==> src/rtl/fetch_ctrl_pkg.sv <==
// rtl/fetch_ctrl_pkg.sv - shared opcodes, FSM states and PC-source codes for fetch_ctrl_seq
package fetch_ctrl_pkg;

  localparam logic [3:0] OP_NOP    = 4'h0;
  localparam logic [3:0] OP_ALU_LO = 4'h1;
  localparam logic [3:0] OP_ALU_HI = 4'h8;
  localparam logic [3:0] OP_LDI    = 4'h9;
  localparam logic [3:0] OP_LD     = 4'hA;
  localparam logic [3:0] OP_ST     = 4'hB;
  localparam logic [3:0] OP_JMP    = 4'hC;
  localparam logic [3:0] OP_BZ     = 4'hD;
  localparam logic [3:0] OP_CALL   = 4'hE;
  localparam logic [3:0] OP_SYS    = 4'hF;

  typedef enum logic [2:0] {
    S_FETCH  = 3'd0,
    S_DECODE = 3'd1,
    S_EXEC   = 3'd2,
    S_MEM    = 3'd3,
    S_HALT   = 3'd4
  } state_e;

  localparam logic [1:0] PCSRC_HOLD = 2'd0;
  localparam logic [1:0] PCSRC_INC  = 2'd1;
  localparam logic [1:0] PCSRC_TGT  = 2'd2;
  localparam logic [1:0] PCSRC_LR   = 2'd3;

endpackage

==> src/rtl/fetch_ctrl_decode.sv <==
// rtl/fetch_ctrl_decode.sv - combinational opcode-to-instruction-class decoder
module fetch_ctrl_decode
  import fetch_ctrl_pkg::*;
(
  input  logic [3:0] op_i,
  input  logic       sys_sel_i,
  output logic       is_alu_o,
  output logic       is_ldi_o,
  output logic       is_mem_o,
  output logic       is_ld_o,
  output logic       is_br_o,
  output logic       is_call_o,
  output logic       is_ret_o,
  output logic       is_halt_o
);

  // OP_SYS is split by IR[0]: 0 returns through the link register, 1 halts.
  assign is_alu_o  = (op_i >= OP_ALU_LO) && (op_i <= OP_ALU_HI);
  assign is_ldi_o  = (op_i == OP_LDI);
  assign is_mem_o  = (op_i == OP_LD) || (op_i == OP_ST);
  assign is_ld_o   = (op_i == OP_LD);
  assign is_br_o   = (op_i == OP_JMP) || (op_i == OP_BZ);
  assign is_call_o = (op_i == OP_CALL);
  assign is_ret_o  = (op_i == OP_SYS) && !sys_sel_i;
  assign is_halt_o = (op_i == OP_SYS) && sys_sel_i;

endmodule

==> src/rtl/fetch_ctrl_seq.sv <==
// rtl/fetch_ctrl_seq.sv - multi-cycle instruction sequencer; FETCH_CTRL_PERF_CNT_EN adds the retired counter
module fetch_ctrl_seq
  import fetch_ctrl_pkg::*;
#(
  parameter state_e      RST_STATE   = S_FETCH,
  parameter int unsigned MEM_TIMEOUT = 15
) (
  input  logic        clk,
  input  logic        rst,
  input  logic [15:0] Oi,
  input  logic        zero_flag,
  input  logic        mem_ready,
  output logic        PCCR,
  output logic [1:0]  mux1CR,
  output logic        LRCR,
  output logic [7:0]  target,
  output logic [3:0]  alu_op,
  output logic [2:0]  rd,
  output logic [2:0]  rs,
  output logic [7:0]  imm,
  output logic        imm_sel,
  output logic        rf_we,
  output logic        mem_re,
  output logic        mem_we,
  output logic        halted
`ifdef FETCH_CTRL_PERF_CNT_EN
  ,
  output logic [15:0] retired
`endif
);

  localparam logic [3:0] TIMEOUT_LAST = 4'(MEM_TIMEOUT - 1);

  state_e      state_q, state_d;
  logic [15:0] ir_q, ir_d;
  logic [3:0]  cnt_q, cnt_d;

  logic is_alu, is_ldi, is_mem, is_ld, is_br, is_call, is_ret, is_halt;

  fetch_ctrl_decode u_decode (
    .op_i      (ir_q[15:12]),
    .sys_sel_i (ir_q[0]),
    .is_alu_o  (is_alu),
    .is_ldi_o  (is_ldi),
    .is_mem_o  (is_mem),
    .is_ld_o   (is_ld),
    .is_br_o   (is_br),
    .is_call_o (is_call),
    .is_ret_o  (is_ret),
    .is_halt_o (is_halt)
  );

  assign target = ir_q[7:0];
  assign imm    = ir_q[7:0];
  assign rd     = ir_q[11:9];
  assign rs     = ir_q[8:6];
  assign alu_op = is_alu ? ir_q[15:12] : 4'h0;

  always_ff @(posedge clk) begin
    if (rst) begin
      state_q <= RST_STATE;
      ir_q    <= 16'h0000;
      cnt_q   <= 4'd0;
    end else begin
      state_q <= state_d;
      ir_q    <= ir_d;
      cnt_q   <= cnt_d;
    end
  end

  always_comb begin
    state_d = state_q;
    ir_d    = ir_q;
    cnt_d   = cnt_q;
    PCCR    = 1'b0;
    mux1CR  = PCSRC_HOLD;
    LRCR    = 1'b0;
    imm_sel = 1'b0;
    rf_we   = 1'b0;
    mem_re  = 1'b0;
    mem_we  = 1'b0;
    halted  = 1'b0;
    unique case (state_q)
      S_FETCH: begin
        ir_d    = Oi;
        state_d = S_DECODE;
      end
      S_DECODE: begin
        cnt_d = 4'd0;
        if (is_mem)       state_d = S_MEM;
        else if (is_halt) state_d = S_HALT;
        else              state_d = S_EXEC;
      end
      S_EXEC: begin
        PCCR    = 1'b1;
        mux1CR  = PCSRC_INC;
        rf_we   = is_alu || is_ldi;
        imm_sel = is_ldi;
        if (is_br && ((ir_q[15:12] == OP_JMP) || zero_flag)) mux1CR = PCSRC_TGT;
        if (is_call) begin
          LRCR   = 1'b1;
          mux1CR = PCSRC_TGT;
        end
        if (is_ret) mux1CR = PCSRC_LR;
        state_d = S_FETCH;
      end
      S_MEM: begin
        mem_re = is_ld;
        mem_we = !is_ld;
        // Completion takes priority over a timeout landing in the same cycle.
        if (mem_ready) begin
          PCCR    = 1'b1;
          mux1CR  = PCSRC_INC;
          rf_we   = is_ld;
          state_d = S_FETCH;
        end else if (cnt_q == TIMEOUT_LAST) begin
          state_d = S_HALT;
        end else begin
          cnt_d = cnt_q + 4'd1;
        end
      end
      S_HALT: begin
        halted = 1'b1;
      end
      default: begin
        state_d = S_FETCH;
      end
    endcase
  end

`ifdef FETCH_CTRL_PERF_CNT_EN
  logic [15:0] retired_q;

  // PCCR is never raised in S_HALT, so the count freezes there without extra logic.
  always_ff @(posedge clk) begin
    if (rst)       retired_q <= 16'd0;
    else if (PCCR) retired_q <= retired_q + 16'd1;
  end

  assign retired = retired_q;
`endif

endmodule

==> config.mk <==
export PLATFORM = sky130hd
export DESIGN_NAME = fetch_ctrl_seq
export DESIGN_NICKNAME = d
export VERILOG_FILES = /design/src/rtl/fetch_ctrl_pkg.sv /design/src/rtl/fetch_ctrl_decode.sv /design/src/rtl/fetch_ctrl_seq.sv
export SDC_FILE = /design/constraint.sdc
export NUM_CORES = 1
export LEC_CHECK = 0
export CORE_MARGIN = 10
export CORE_UTILIZATION = 45
export DETAILED_ROUTE_END_ITERATION = 8
export PLACE_DENSITY = 0.84
export REMOVE_ABC_BUFFERS = 1
export SYNTH_ARGS = -nofsm -noshare
export SYNTH_HDL_FRONTEND = slang
export SYNTH_SLANG_ARGS = --single-unit
export TNS_END_PERCENT = 20
==> constraint.sdc <==
create_clock -name clk -period 4.5 [get_ports clk]
set_clock_uncertainty 0.05 [all_clocks]
set_input_delay 0.45 -clock clk [delete_from_list [all_inputs] [get_ports clk]]
set_output_delay 0.45 -clock clk [all_outputs]
set_load 0.02 [all_outputs]
# Yosys cells after proc, flatten, opt, wreduce, memory -nomap -nowiden
# Index checks and enable logic that the tools add are counted.
dict set report op_classes {
  add_sub_neg 1
  multipliers 0
  div_mod_pow 0
  magnitude_cmp 2
  eq_ne 15
  shifts 0
  n_mux 24
  n_bitwise 1
  reduce_logical 14
}
# op count
set op_table {}
lappend op_table {{$eq 4x4->1 const B} 8}
lappend op_table {{$mux 3} 4}
lappend op_table {{$mux 4} 3}
lappend op_table {{$pmux 3 s4} 1}
lappend op_table {{$mux 1} 9}
lappend op_table {{$pmux 4 s2} 1}
lappend op_table {{$eq 3x2->1 const B} 2}
lappend op_table {{$mux 2} 3}
lappend op_table {{$add 4x1->4 const B} 1}
lappend op_table {{$ge 4x1->1 const B} 1}
lappend op_table {{$le 4x4->1 const B} 1}
lappend op_table {{$logic_and 1x1->1} 4}
lappend op_table {{$logic_or 1x1->1} 4}
lappend op_table {{$ne 2x2->1 const B} 2}
lappend op_table {{$pmux 1 s2} 2}
lappend op_table {{$pmux 2 s2} 1}
lappend op_table {{$eq 3x1->1 const B} 1}
lappend op_table {{$eq 3x3->1 const B} 1}
lappend op_table {{$logic_not 3->1} 1}
lappend op_table {{$ne 3x3->1 const B} 1}
lappend op_table {{$reduce_and 3->1} 1}
lappend op_table {{$logic_not 1->1} 2}
lappend op_table {{$reduce_and 2->1} 1}
lappend op_table {{$reduce_bool 2->1} 1}
lappend op_table {{$not 1->1} 1}
dict set report totals {
  reg_bits 23
  latchBits 0
  ramBits 0
  romBits 0
  in_bits 20
  mem_count 0
}

# Logic depth before layout (Yosys ltp)
dict set report logic_depth {
  word_depth 7
  ltp_mapped 6
  mapped_depth_nobuf 5
}

# Hierarchy
# A second synthesis with hierarchy kept.
dict set report unflattened {
  cells_unflattened 173
  hier_area_um2 1368.8
}
# module n_inst cells_per_inst area_each_um2 seq_area_each_um2
set by_module_without_submodules {}
lappend by_module_without_submodules {fetch_ctrl_seq 1 161 1281.2 460.4}
lappend by_module_without_submodules {fetch_ctrl_decode 1 12 87.6 0.0}

# Least setup slack after synthesis
# No wires, ideal clock.
dict set report synth_path {
  path_kind {reg-to-output}
  from {reg state_q[1]}
  to {out imm_sel}
  arrival_ps 1513
  required_ps 4000
  setup_slack_ps 2487
  stages_incl_launch_ff 4
  path_buffers 1
  path_cell_list {dfxtp_1 or3b_1 clkbuf_1 nor4_1}
}
dict set report synth_between {
  elab_chain_cells 2
}
# item line_no
set synth_rtl {}
lappend synth_rtl {{start: declaration} fetch_ctrl_seq.sv:34} ;# state_e state_q, state_d;
lappend synth_rtl {{start signal: assignment} fetch_ctrl_seq.sv:65} ;# state_q <= state_d;
lappend synth_rtl {{$eq 3x2->1} fetch_ctrl_seq.sv:83} ;# unique case (state_q)
lappend synth_rtl {{$mux 1} fetch_ctrl_seq.sv:83}
lappend synth_rtl {{end: declaration} fetch_ctrl_seq.sv:21} ;# output logic imm_sel,
# No other way between the ends.

# Worst setup path in the final report
dict set report layout_path {
  from {reg state_q[1]}
  to {out rf_we}
}
dict set report layout_between {
  elab_chain_cells 2
  word_cells_on_any_way 3
  cone_classes {2 x eq/ne; 1 x mux}
}
# item line_no
set layout_rtl {}
lappend layout_rtl {{$eq 3x2->1} fetch_ctrl_seq.sv:83}
lappend layout_rtl {{$pmux 1 s2 (*)} fetch_ctrl_seq.sv:83}
lappend layout_rtl {{end: declaration} fetch_ctrl_seq.sv:22} ;# output logic rf_we,
# Mark *: on every way between the ends. The rest lies on a longest branch, timed or not.

==> impl_metrics.tcl <==
set metrics [dict create \
    core_mm2 0.00278 \
    yosysWarnings 0 \
    crit_fanout 13 \
    leakagePower_uw 0.000611 \
    cp_cell_sequence "or3b_1 -> nor4b_1 -> or3_1 -> clkdlybuf4s50_1" \
    clk_pin_slew_ns 0.13 \
    cp_slowest_cell "dfxtp_1" \
    end_kind "output pin" \
    fin_area_mm2 0.00170 \
    grt_start_max_net_pins 24 \
    dieArea_mm2 0.00550 \
    ff2ff_path_depth 3 \
    die-height_um 74.2 \
    p_seq_share_pct 49.4 \
    cts_max_level 1 \
    dp_hpwl_um 2470 \
    worstMarginPinSlew_ns 0.807 \
    clock-root-buffer "clkbuf_4" \
    max_slew_margin_pct 46.0 \
    seq_area_um2 460 \
    layout_common_cells "clkdlybuf4s50_1 (54), nand2_1 (36), dfxtp_1 (23)" \
    pwr-share-comb_pct 31.2 \
    clkPwrFrac_pct 19.4 \
    grt_first_pass_wirelength_um 5310 \
    gp_congestion 0.859 \
    drc_errors 0 \
    final-hold-violation-count 0 \
    fin_crit_sh_pct 66.6 \
    clk_latency_ns 0.31 \
    finalCriticalPeriod_ns 3.00 \
    fmax_mhz 334 \
    antenna_found_initial 0 \
    netlist_area_mm2 0.00132 \
    hp-class "reg -> reg" \
    fillers 246 \
    vdd_drop_max_mv 0.249 \
    cp.required_ns 4.00 \
    total_switching_power_uw 162 \
    wl_per_cell_um 14.8 \
    grt.total_usage_pct 12.0 \
    holdBufCountCts 0 \
    cp-start-kind "flip-flop" \
    rows 19 \
    grt_pass1_vias 1173 \
    multiInputGateArea_um2 623 \
    p_per_area_mw_per_mm2 288 \
    p_int_uw 328 \
    cts.sinks 23 \
    final.setup.tns_ns 0 \
    slew_violations 0 \
    drive_above_1_share_pct 4.15 \
    cts_resized 0 \
    rsz0062_at_grt "no" \
    max-clock-path-buffers 2 \
    worst-path-stages 4 \
    via_per_inst 5.38 \
    start_util_pct 47.5 \
    first_pass_iters 4 \
    cts_buffers 3 \
    die_w_um 74.2 \
    drv_cap 0 \
    grt.overflow.total 0 \
    drt-total-wl_um 3310 \
    async_reset_ff_share_pct 0 \
    fin_nets 216 \
    ys_ff_latch 23 \
    avgSynthCellArea_um2 7.73 \
    crit_type "reg -> out" \
    layout_commonest_cell "clkdlybuf4s50_1" \
    setup_viol 0 \
    critical_path.top_delay_family "simple AND/OR/NAND/NOR gates" \
    synth.yosys.seq_area_share_pct 34.8 \
    swShare_pct 33.1 \
    ant_nets 0 \
    postCtsSetupBuffers 0 \
    cp.arrival_ns 2.50 \
    post_dp_cell_area_mm2 0.00167 \
    syn2layout_area_growth_pct 28.8 \
    cts_tree "built" \
    total_power_uw 489 \
    synthCells 171 \
    vias 1205 \
    ios 55 \
    synthDistinctLibCells 35 \
    synth_ff_type "dfxtp_1" \
    crit_buf_inv 1 \
    hold_depth 2 \
    initialDrtViolationCount 72 \
    utilization_pct 61.2 \
    synth_edf_count 0 \
    status "finished, final reports clean" \
    critPathMaxStageDelay_ns 0.61 \
    num_antenna_cells 0 \
    io_buffers 54 \
]
-- flip-flops by register name, indices dropped and copies added (netlist names) --
register  cells
cnt_q         4
ir_q         16
state_q       3
-- path summary, 6_finish.rpt --
| path | endpoint | from | slack [ns] |
|---|---|---|---|
| setup / recovery | rf_we | state_q[1] | 1.50 |
| hold / removal | ir_q[11] | ir_q[11] | 0.42 |
| hold reg to reg | ir_q[11] | ir_q[11] | 0.42 |
| setup reg to reg | cnt_q[3] | state_q[1] | 2.78 |
-- final cells by class --
| class | instances | share of cell area [%] |
|---|---|---|
| clock buffer | 3 | 1.32 |
| clock inverter | 1 | 0.294 |
| inverter | 3 | 0.662 |
| multi-input combinational | 109 | 36.6 |
| sequential | 23 | 27.1 |
| tap | 31 | 2.28 |
| timing repair buffer | 54 | 31.8 |
-- layer usage --
layer	wire length (µm)	share of wire (%)	GRT usage (%)	vias to the layer above
li1	-	-	-	604
met1	1350	41	13.0	537
met2	1200	36	16.2	59
met3	709	21	10.5	5
met4	49	1.5	4.97	0
met5	0	0	0	-
-- kinds of logic after synthesis --
family / after synthesis / share of synthesized area [%]
AOI/OAI and AO/OA: 33 / 14.4
DFF: 23 / 34.8
adders and majority gates: 2 / 1.89
and+or+nand+nor: 73 / 30.0
muxes: 1 / 0.852
buffers and inverters: 39 / 18.0
-- synth_stat cells (all sizes together) (2+ instances only) --
library cell	count	area, µm²
nor3	6	41.3
inv	3	11.3
nand2b	2	12.5
or3	5	31.3
o31ai	2	15.0
nor2	3	11.3
nor2b	2	12.5
dfxtp	23	460
ha	2	25.0
or3b	2	17.5
nand3b	3	22.5
buf	27	193
clkbuf	9	33.8
nand2	36	135
nand3	4	20.0
a21oi	22	110
o21ai	2	10.0
nor3b	2	20.0
o211ai	2	15.0
nor4b	2	17.5
a211oi	3	22.5
-- power groups by stage --
stage / sequential, µW / combinational (µW) / clock [µW]
after floorplan: 265 / 51.7 / 0
after global placement: 245 / 152 / 0
after detailed placement: 246 / 153 / 0
after CTS: 242 / 154 / 101
after global routing: 246 / 166 / 108
final: 242 / 153 / 95.2
-- stage by stage --
step	hold slack, ns	setup slack [ns]	cells
finish	0.417	1.50	224
detailed placement	0.401	1.85	220
global route	0.441	1.32	224
global placement	0.392	2.00	220
floorplan	0.414	2.32	135
CTS	0.420	1.48	224
-- tightest hold or removal path: stages (launching register included) --
cell and delay [ns]:
dfxtp_1 0.33, nand2_1 0.05, a21oi_1 0.05
(Power assumes the default switching activity.)
